[config.mk]
export PLATFORM = sky130hd
export DESIGN_NAME = regfile_write_arbiter
export DESIGN_NICKNAME = d
export VERILOG_FILES = /design/src/rtl/rf_arb_pkg.sv /design/src/rtl/rf_arb_starve_ctr.sv /design/src/rtl/regfile_write_arbiter.sv
export SDC_FILE = /design/constraint.sdc
export NUM_CORES = 1
export LEC_CHECK = 0
export ABC_AREA = 1
export ABC_CLOCK_PERIOD_IN_PS = 4130
export CAP_MARGIN = 10
export CORE_ASPECT_RATIO = 1.75
export CORE_MARGIN = 1
export CORE_UTILIZATION = 37
export DETAILED_ROUTE_END_ITERATION = 6
export GPL_TIMING_DRIVEN = 0
export PLACE_DENSITY = 0.89
export SYNTH_ARGS = -nofsm -noshare
export SYNTH_HDL_FRONTEND = slang
export SYNTH_SLANG_ARGS = --single-unit
[constraint.sdc]
create_clock -name clk -period 4.13 [get_ports clk]
set_input_delay 0.413 -clock clk [delete_from_list [all_inputs] [get_ports clk]]
set_output_delay 0.413 -clock clk [all_outputs]
set_load 0.01 [all_outputs]
[src/rtl/rf_arb_pkg.sv]
// Shared types and default sizes for the register-file write-port arbiter.
// Optional feature macro used by the arbiter: RF_INIT_CLEAR_EN.
package rf_arb_pkg;

    localparam int unsigned RF_ADDR_W   = 5;
    localparam int unsigned RF_DATA_W   = 32;
    localparam int unsigned RF_NUM_REGS = 32;

    typedef enum logic {
        ST_INIT,
        ST_RUN
    } rf_arb_state_t;

    typedef enum logic [1:0] {
        GNT_NONE,
        GNT_WB,
        GNT_MEM,
        GNT_DBG
    } rf_grant_t;

endpackage

[src/rtl/rf_arb_starve_ctr.sv]
// Saturating wait counter for the debug requester; sat promotes dbg over mem.
module rf_arb_starve_ctr #(
    parameter int unsigned LIMIT = 4
) (
    input  logic clk,
    input  logic rst,
    input  logic inc,
    input  logic clr,
    output logic sat
);

    localparam int unsigned CW = (LIMIT > 0) ? $clog2(LIMIT + 1) : 1;

    logic [CW-1:0] cnt;

    // Count mem wins while dbg waits; clear wins over increment, stop at LIMIT.
    always_ff @(posedge clk) begin
        if (!rst) begin
            cnt <= '0;
        end else if (clr) begin
            cnt <= '0;
        end else if (inc && (cnt != CW'(LIMIT))) begin
            cnt <= cnt + 1'b1;
        end
    end

    assign sat = (cnt == CW'(LIMIT));

endmodule

[src/rtl/regfile_write_arbiter.sv]
// Arbitrates the register file's single write port among writeback, late load
// return and debug, and optionally sequences a post-reset clear sweep.
// Optional feature macro: RF_INIT_CLEAR_EN (defined: INIT sweep of x1..xN-1;
// undefined: reset enters RUN directly, init_busy tied low).
module regfile_write_arbiter
    import rf_arb_pkg::*;
#(
    parameter int unsigned NUM_REGS     = RF_NUM_REGS,
    parameter int unsigned DATA_W       = RF_DATA_W,
    parameter int unsigned ADDR_W       = RF_ADDR_W,
    parameter int unsigned STARVE_LIMIT = 4
) (
    input  logic              clk,
    input  logic              rst,
    input  logic              wb_valid,
    input  logic [ADDR_W-1:0] wb_addr,
    input  logic [DATA_W-1:0] wb_data,
    input  logic              mem_valid,
    output logic              mem_ready,
    input  logic [ADDR_W-1:0] mem_addr,
    input  logic [DATA_W-1:0] mem_data,
    input  logic              dbg_valid,
    output logic              dbg_ready,
    input  logic [ADDR_W-1:0] dbg_addr,
    input  logic [DATA_W-1:0] dbg_data,
    output logic              we_RF,
    output logic [ADDR_W-1:0] A3,
    output logic [DATA_W-1:0] WD3,
    output logic              init_busy,
    output logic              wb_err
);

    rf_arb_state_t     state;
    rf_grant_t         grant;
    logic              starve_sat;
    logic [ADDR_W-1:0] sel_addr;
    logic [DATA_W-1:0] sel_data;
    logic              sel_writable;

`ifdef RF_INIT_CLEAR_EN
    logic [ADDR_W-1:0] sweep_cnt;

    // INIT walks the sweep counter 1..NUM_REGS-1, then hands over to RUN.
    always_ff @(posedge clk) begin
        if (!rst) begin
            state     <= ST_INIT;
            sweep_cnt <= ADDR_W'(1);
        end else if (state == ST_INIT) begin
            if (sweep_cnt == ADDR_W'(NUM_REGS - 1)) begin
                state <= ST_RUN;
            end else begin
                sweep_cnt <= sweep_cnt + 1'b1;
            end
        end
    end

    assign init_busy = (state == ST_INIT);
`else
    assign state     = ST_RUN;
    assign init_busy = 1'b0;
`endif

    // Grant selection: wb always first, then mem > dbg unless dbg has starved.
    // Reset withholds every grant so an aborted handshake is never acknowledged.
    always_comb begin
        grant = GNT_NONE;
        if (rst && (state == ST_RUN)) begin
            if (wb_valid) begin
                grant = GNT_WB;
            end else if (mem_valid && dbg_valid && starve_sat) begin
                grant = GNT_DBG;
            end else if (mem_valid) begin
                grant = GNT_MEM;
            end else if (dbg_valid) begin
                grant = GNT_DBG;
            end
        end
    end

    assign mem_ready = (grant == GNT_MEM);
    assign dbg_ready = (grant == GNT_DBG);

    // Route the winner's address/data toward the output register.
    always_comb begin
        sel_addr = wb_addr;
        sel_data = wb_data;
        case (grant)
            GNT_MEM: begin
                sel_addr = mem_addr;
                sel_data = mem_data;
            end
            GNT_DBG: begin
                sel_addr = dbg_addr;
                sel_data = dbg_data;
            end
            default: ;
        endcase
    end

    // x0 and addresses past the last register complete the handshake but never write.
    assign sel_writable = (sel_addr != '0) &&
                          ({1'b0, sel_addr} < (ADDR_W + 1)'(NUM_REGS));

    rf_arb_starve_ctr #(
        .LIMIT (STARVE_LIMIT)
    ) u_starve (
        .clk (clk),
        .rst (rst),
        .inc (dbg_valid && (grant == GNT_MEM)),
        .clr ((grant == GNT_DBG) || !dbg_valid),
        .sat (starve_sat)
    );

    // Write-port register: sweep writes during INIT, granted request in RUN,
    // otherwise drop the enable and keep the last address/data.
    always_ff @(posedge clk) begin
        if (!rst) begin
            we_RF <= 1'b0;
            A3    <= '0;
            WD3   <= '0;
`ifdef RF_INIT_CLEAR_EN
        end else if (state == ST_INIT) begin
            we_RF <= 1'b1;
            A3    <= sweep_cnt;
            WD3   <= '0;
`endif
        end else if (grant != GNT_NONE) begin
            we_RF <= sel_writable;
            A3    <= sel_addr;
            WD3   <= sel_data;
        end else begin
            we_RF <= 1'b0;
        end
    end

    // Sticky flag for writeback requests lost while the sweep owns the port.
    always_ff @(posedge clk) begin
        if (!rst) begin
            wb_err <= 1'b0;
        end else if ((state == ST_INIT) && wb_valid) begin
            wb_err <= 1'b1;
        end
    end

endmodule

### Word-level counts from Yosys, hierarchy flattened

Index checks and enable logic that the tools add are counted.

| storage, ports and cells | value |
|---|---|
| register bits after elaboration | 41 |
| input port bits | 116 |
| output and inout bits | 42 |
| logic and storage cells | 27 |

| cells by class | value |
|---|---|
| $add $sub $neg | 1 |
| eq/ne operators | 4 |
| muxes and demuxes | 7 |
| bitwise logic cells | 1 |
| reduce and logical (&&, ||, !) cells | 10 |

Operators with widths:

| kind | count |
|---|---|
| one-hot mux 32 bit (2 select lines) | 1 |
| 2-to-1 mux 2 bit | 5 |
| one-hot mux 5 bit (2 select lines) | 1 |
| nonzero test 5 bit | 1 |
| equality test 2 bit (second input constant) | 2 |
| logical AND 1 bit | 4 |
| adder 3 x 1 -> 3 bit (second input constant) | 1 |
| equality test 3 bit (second input constant) | 1 |
| inequality test 3 bit (second input constant) | 1 |
| AND reduction 2 bit | 1 |
| nonzero test 2 bit | 1 |
| OR reduction 2 bit | 1 |
| logical NOT 1 bit | 1 |
| logical OR 1 bit | 1 |
| NOT 1 bit | 1 |

### Logic depth before layout (Yosys ltp)

| depth | value |
|---|---|
| depth after elaboration | 8 |
| gate-level depth with buffers | 13 |
| gate-level depth less buffers | 13 |

### Modules after synthesis

Synthesis repeated with hierarchy kept, for this count alone.

| unflattened totals | value |
|---|---|
| cells, all modules | 316 |
| area total of the unflattened synthesis | 2155.8 um^2 |

Modules (own cells, without submodules):

| module | instances | cells an instance | area each (um^2) | sequential area each (um^2) |
|---|---|---|---|---|
| regfile_write_arbiter | 1 | 288 | 1976.9 | 760.7 |
| rf_arb_starve_ctr | 1 | 28 | 178.9 | 60.1 |

### Worst setup path before layout

OpenSTA, ideal clock, no wires.

| timing path | value |
|---|---|
| path kind | input to output |
| start | input rst |
| end | output dbg_ready |
| arrival | 1.158 ns |
| data required time | 3.717 ns |
| setup slack | 2.559 ns |
| cell stages on the path | 6 |
| path buffers | 2 |
| cells stage by stage | buf_4 nand2_2 nor2_4 inv_2 nor2_4 buf_4 |

| on the way | value |
|---|---|
| longest elaborated chain between the ends | 2 |

Ends and longest elaborated chain:

| element | RTL line | source |
|---|---|---|
| start: declaration | regfile_write_arbiter.sv:14 | `input logic rst,` |
| 2-to-1 mux 2 bit | regfile_write_arbiter.sv:67 | `if (rst && (state == ST_RUN)) begin` |
| equality test 2 bit | regfile_write_arbiter.sv:81 | `assign dbg_ready = (grant == GNT_DBG);` |
| end: declaration | regfile_write_arbiter.sv:23 | `output logic dbg_ready,` |

No other way between the ends.

### Worst setup path after layout

| timing path | value |
|---|---|
| start | input dbg_valid |
| end | output dbg_ready |

| on the way | value |
|---|---|
| longest elaborated chain between the ends | 6 |
| elaborated cells between the ends (all ways) | 8 |
| those cells by class | eq/ne (1); mux (5); reduce/logical (2) |

Ends and longest elaborated chain:

| element | RTL line | source |
|---|---|---|
| start: declaration | regfile_write_arbiter.sv:22 | `input logic dbg_valid,` |
| 2-to-1 mux 2 bit / logical AND 1 bit (equally long branches) | regfile_write_arbiter.sv:74, regfile_write_arbiter.sv:70 |  |
| 2-to-1 mux 2 bit / logical AND 1 bit (equally long branches) | regfile_write_arbiter.sv:72, regfile_write_arbiter.sv:70 |  |
| 2-to-1 mux 2 bit * | regfile_write_arbiter.sv:70 | `end else if (mem_valid && dbg_valid && starve_sat) begin` |
| 2-to-1 mux 2 bit * | regfile_write_arbiter.sv:68 | `if (wb_valid) begin` |
| 2-to-1 mux 2 bit * | regfile_write_arbiter.sv:67 |  |
| equality test 2 bit * | regfile_write_arbiter.sv:81 |  |

Mark *: on every way between the ends. The rest lies on a longest branch, timed or not.

==> results.txt <==
The flow ran to the end, and the final reports show no timing, DRC or antenna violations. The count of hold buffers inserted by post-cts repair came out at 0. The worst-case clock skew came out at 0.00277 ns. The placeable core region is 5340 um2.

The count of final max-slew check failures came to 0. The count of buffers inserted at the top-level ports is 154. TritonCTS built the clock tree. The overall power after layout is 1130 uW. The measured slew at the worst slew-check pin came out at 0.539 ns. The number of standard-cell rows in the floorplan is 35. STA classifies the critical path startpoint as an input pin.

Leaving out filler cells and counting taps, the final layout contains 519. The worst setup path is captured at a primary output. The total length of routed wires came out at 7.92 mm.

The first-pass GRT wire length came out at 12.5 mm. Timing would allow up to 361 MHz. The biggest area contributor in the post-synthesis netlist is sky130_fd_sc_hd__dfxtp_1. The end-of-flow core utilization is 72.3%.

The type of the worst setup path is input pin to primary output. The clock sink count is 41. The initial utilization of the core area, before any placement, comes to 39.1%. The clock-pin transition on the worst setup and hold timing paths is 0.08 ns. The HPWL after detailed placement is 6.24 mm. The clock latency on the worst-skew pair is 0.30 ns. In this run the post-CTS setup repair buffer count came out at 0. The final net count is 562. The last weighted congestion value of the routability-driven placer is 0.833.

After detailed routing, the average wire length per cell comes to 15.3 um. The minimum period implied by the final worst setup slack came out at 2.77 ns. The number of setup violations in the final report came out at 0.

For this run, the leading register cell type out of synthesis is sky130_fd_sc_hd__dfxtp_1. Global routing used 27.4% of the available tracks. The total CTS buffers came out at 5. The Yosys warning count came out at 0. The share of Yosys cell area claimed by the top area cell type came out at 39.3%. The worst path arrival time came out at 2.36 ns. The first TritonRoute pass finished after 4 iterations. After synthesis the cells add up to 2090 um2. Of all nets on the critical path, the largest fanout is 10. The peak ir drop on the vdd network is 0.000272 V. The part of the Yosys area used for sequential elements came out at 39.3%.

The reported max-cap violation count is 0. The count of final hold-check violations was 0. After detailed routing, the number of remaining DRC violations is 0.

By area the synthesized netlist is led by sky130_fd_sc_hd__dfxtp_1, sky130_fd_sc_hd__nand2_1, sky130_fd_sc_hd__a31oi_1. The proportion of layout cells with a drive suffix above 1 is 6.97%. The deepest level of the CTS H-tree came out at 2. The total power per unit cell area is 294 nW/um2. The synthesized netlist contains 24 unique library cells.

The relative max-transition margin is 64.0%. The count of boundary I/O pins came out at 158. The synthesized area per cell came out at 7.41 um2. The die height is 101 um. The via count of the first global-routing pass came out at 2,729. Counting along the longest clock path gives a buffer depth of 2. The via count of the routed design came out at 2,681. The post-synthesis cell count came out at 282.

The cell total after placement is 511. The initial antenna violation count is 0. The signed area change from the synthesized netlist to the final layout is 84.8%. The quantity of gates resized following cts came out at 0. The count of nets left with antenna violations once routing finished came out at 0. The violation count after the first detailed-routing iteration is 98. The worst hold-check path type is input pin to flop. In the finished design, the share of the clock period the worst path needs comes to 67.1%. The leakage dissipation is 0.00150 uW. The number of antenna diodes is 0.

The tree is rooted in a sky130_fd_sc_hd__clkbuf_8. Adding up every negative setup slack in the final design gives 0 ns. The die outline area is 5960 um2.

Setup repair after global routing left no endpoint under its margin. The synthesis-stage register bit count came out at 41. Hold is met by 0.422 ns. The total of fill cells in the finished design is 461. The remaining global-route overflow came out at 0. The maximum number of pins on one net before global-route repair is 14. The async set or reset register ratio after synthesis came out at 0%.

In this run, synthesis inferred 0 flip-flops with an integrated enable. The via density per instance came out at 5.17. The die width came out at 58.8 um. STA puts the critical path data required time at 3.72 ns.
[routing by layer]
metal / wire (um) / GRT usage [%] / share of wire, %
met1: 2880 / 29.2 / 36
met2: 4370 / 51.0 / 55
met3: 467 / 6.26 / 5.9
met4: 206 / 9.89 / 2.6
met5: 0 / 0 / 0
[sequential cells by signal, indices dropped and copies added (netlist names)]
name,flops
we_RF,1
A3,5
u_starve.cnt,3
WD3,32
[final timing paths]
check                           slack [ns]  depth (start not counted)               to             from
worst min-delay path                  0.42                          3          WD3[10]              rst
worst max-delay path                  1.36                          7        dbg_ready        dbg_valid
worst min register to register        0.51                          2  u_starve.cnt[1]  u_starve.cnt[1]
worst max register to register        2.37                         10          WD3[19]  u_starve.cnt[0]
[cell type report]
type | count | area, um2 | area share (%)
tap | 74 | 92.6 | 2.40
buffer | 23 | 140 | 3.63
sequential | 41 | 821 | 21.3
clock buffer | 5 | 68.8 | 1.78
multi-input combinational | 201 | 1060 | 27.6
clock inverter | 3 | 65.1 | 1.69
inverter | 18 | 67.6 | 1.75
timing repair buffer | 154 | 1540 | 39.9
[layout by cell type, fill, tap and decap left out]
cell / count
sky130_fd_sc_hd__a21o_1: 1
sky130_fd_sc_hd__a21oi_1: 14
sky130_fd_sc_hd__a21oi_4: 1
sky130_fd_sc_hd__a22oi_1: 22
sky130_fd_sc_hd__a31oi_1: 32
sky130_fd_sc_hd__and3_1: 1
sky130_fd_sc_hd__buf_2: 4
sky130_fd_sc_hd__buf_4: 7
sky130_fd_sc_hd__buf_6: 3
sky130_fd_sc_hd__bufinv_16: 2
sky130_fd_sc_hd__clkbuf_1: 9
sky130_fd_sc_hd__clkbuf_8: 5
sky130_fd_sc_hd__clkdlybuf4s50_1: 154
sky130_fd_sc_hd__clkinv_2: 1
sky130_fd_sc_hd__conb_1: 2
sky130_fd_sc_hd__dfxtp_1: 41
sky130_fd_sc_hd__ha_1: 2
sky130_fd_sc_hd__inv_1: 16
sky130_fd_sc_hd__inv_2: 2
sky130_fd_sc_hd__nand2_1: 56
sky130_fd_sc_hd__nand2_2: 2
sky130_fd_sc_hd__nand3_1: 13
sky130_fd_sc_hd__nor2_1: 12
sky130_fd_sc_hd__nor2_2: 1
sky130_fd_sc_hd__nor2_4: 2
sky130_fd_sc_hd__nor3_2: 1
sky130_fd_sc_hd__o21ai_0: 34
sky130_fd_sc_hd__o21ai_1: 5
[metrics by stage]
step                setup WS [ns]  cell area [um2]
floorplan                    2.56             2090
global placement             1.36             3730
detailed placement           1.38             3730
CTS                          1.37             3860
global route                 1.26             3860
finish                       1.36             3860
[cell usage after synthesis, types with 3 or more instances]
cell,instances
sky130_fd_sc_hd__clkbuf_1,9
sky130_fd_sc_hd__o21ai_0,34
sky130_fd_sc_hd__dfxtp_1,41
sky130_fd_sc_hd__a31oi_1,32
sky130_fd_sc_hd__nand2_1,56
sky130_fd_sc_hd__o21ai_1,5
sky130_fd_sc_hd__buf_4,7
sky130_fd_sc_hd__buf_2,4
sky130_fd_sc_hd__nor2_1,12
sky130_fd_sc_hd__buf_6,3
sky130_fd_sc_hd__a21oi_1,14
sky130_fd_sc_hd__inv_1,16
sky130_fd_sc_hd__a22oi_1,22
sky130_fd_sc_hd__nand3_1,13
[kinds of logic (layout without fill, tap and decap cells)]
family / after synthesis / count (layout) / synth area share (%)
DFF: 41 / 41 / 39.3
adders and majority gates: 2 / 2 / 1.20
and+or+nand+nor: 88 / 88 / 18.1
buffers and inverters: 41 / 203 / 9.94
other: 1 / 2 / 0.179
AOI/OAI and AO/OA: 109 / 109 / 31.3
[worst max-delay path: stages]
cell                              delay (ns)
sky130_fd_sc_hd__clkdlybuf4s50_1        0.53
sky130_fd_sc_hd__nor2_2                 0.09
sky130_fd_sc_hd__nor2_4                 0.23
sky130_fd_sc_hd__inv_2                  0.09
sky130_fd_sc_hd__nor2_4                 0.21
sky130_fd_sc_hd__buf_4                  0.24
sky130_fd_sc_hd__clkdlybuf4s50_1        0.56
[power breakdown]
part | switching [uW] | internal (uW)
Combinational | 120 | 187
Clock | 147 | 240
Sequential | 14.7 | 426
Note: power is estimated with default switching activity, not from simulation.
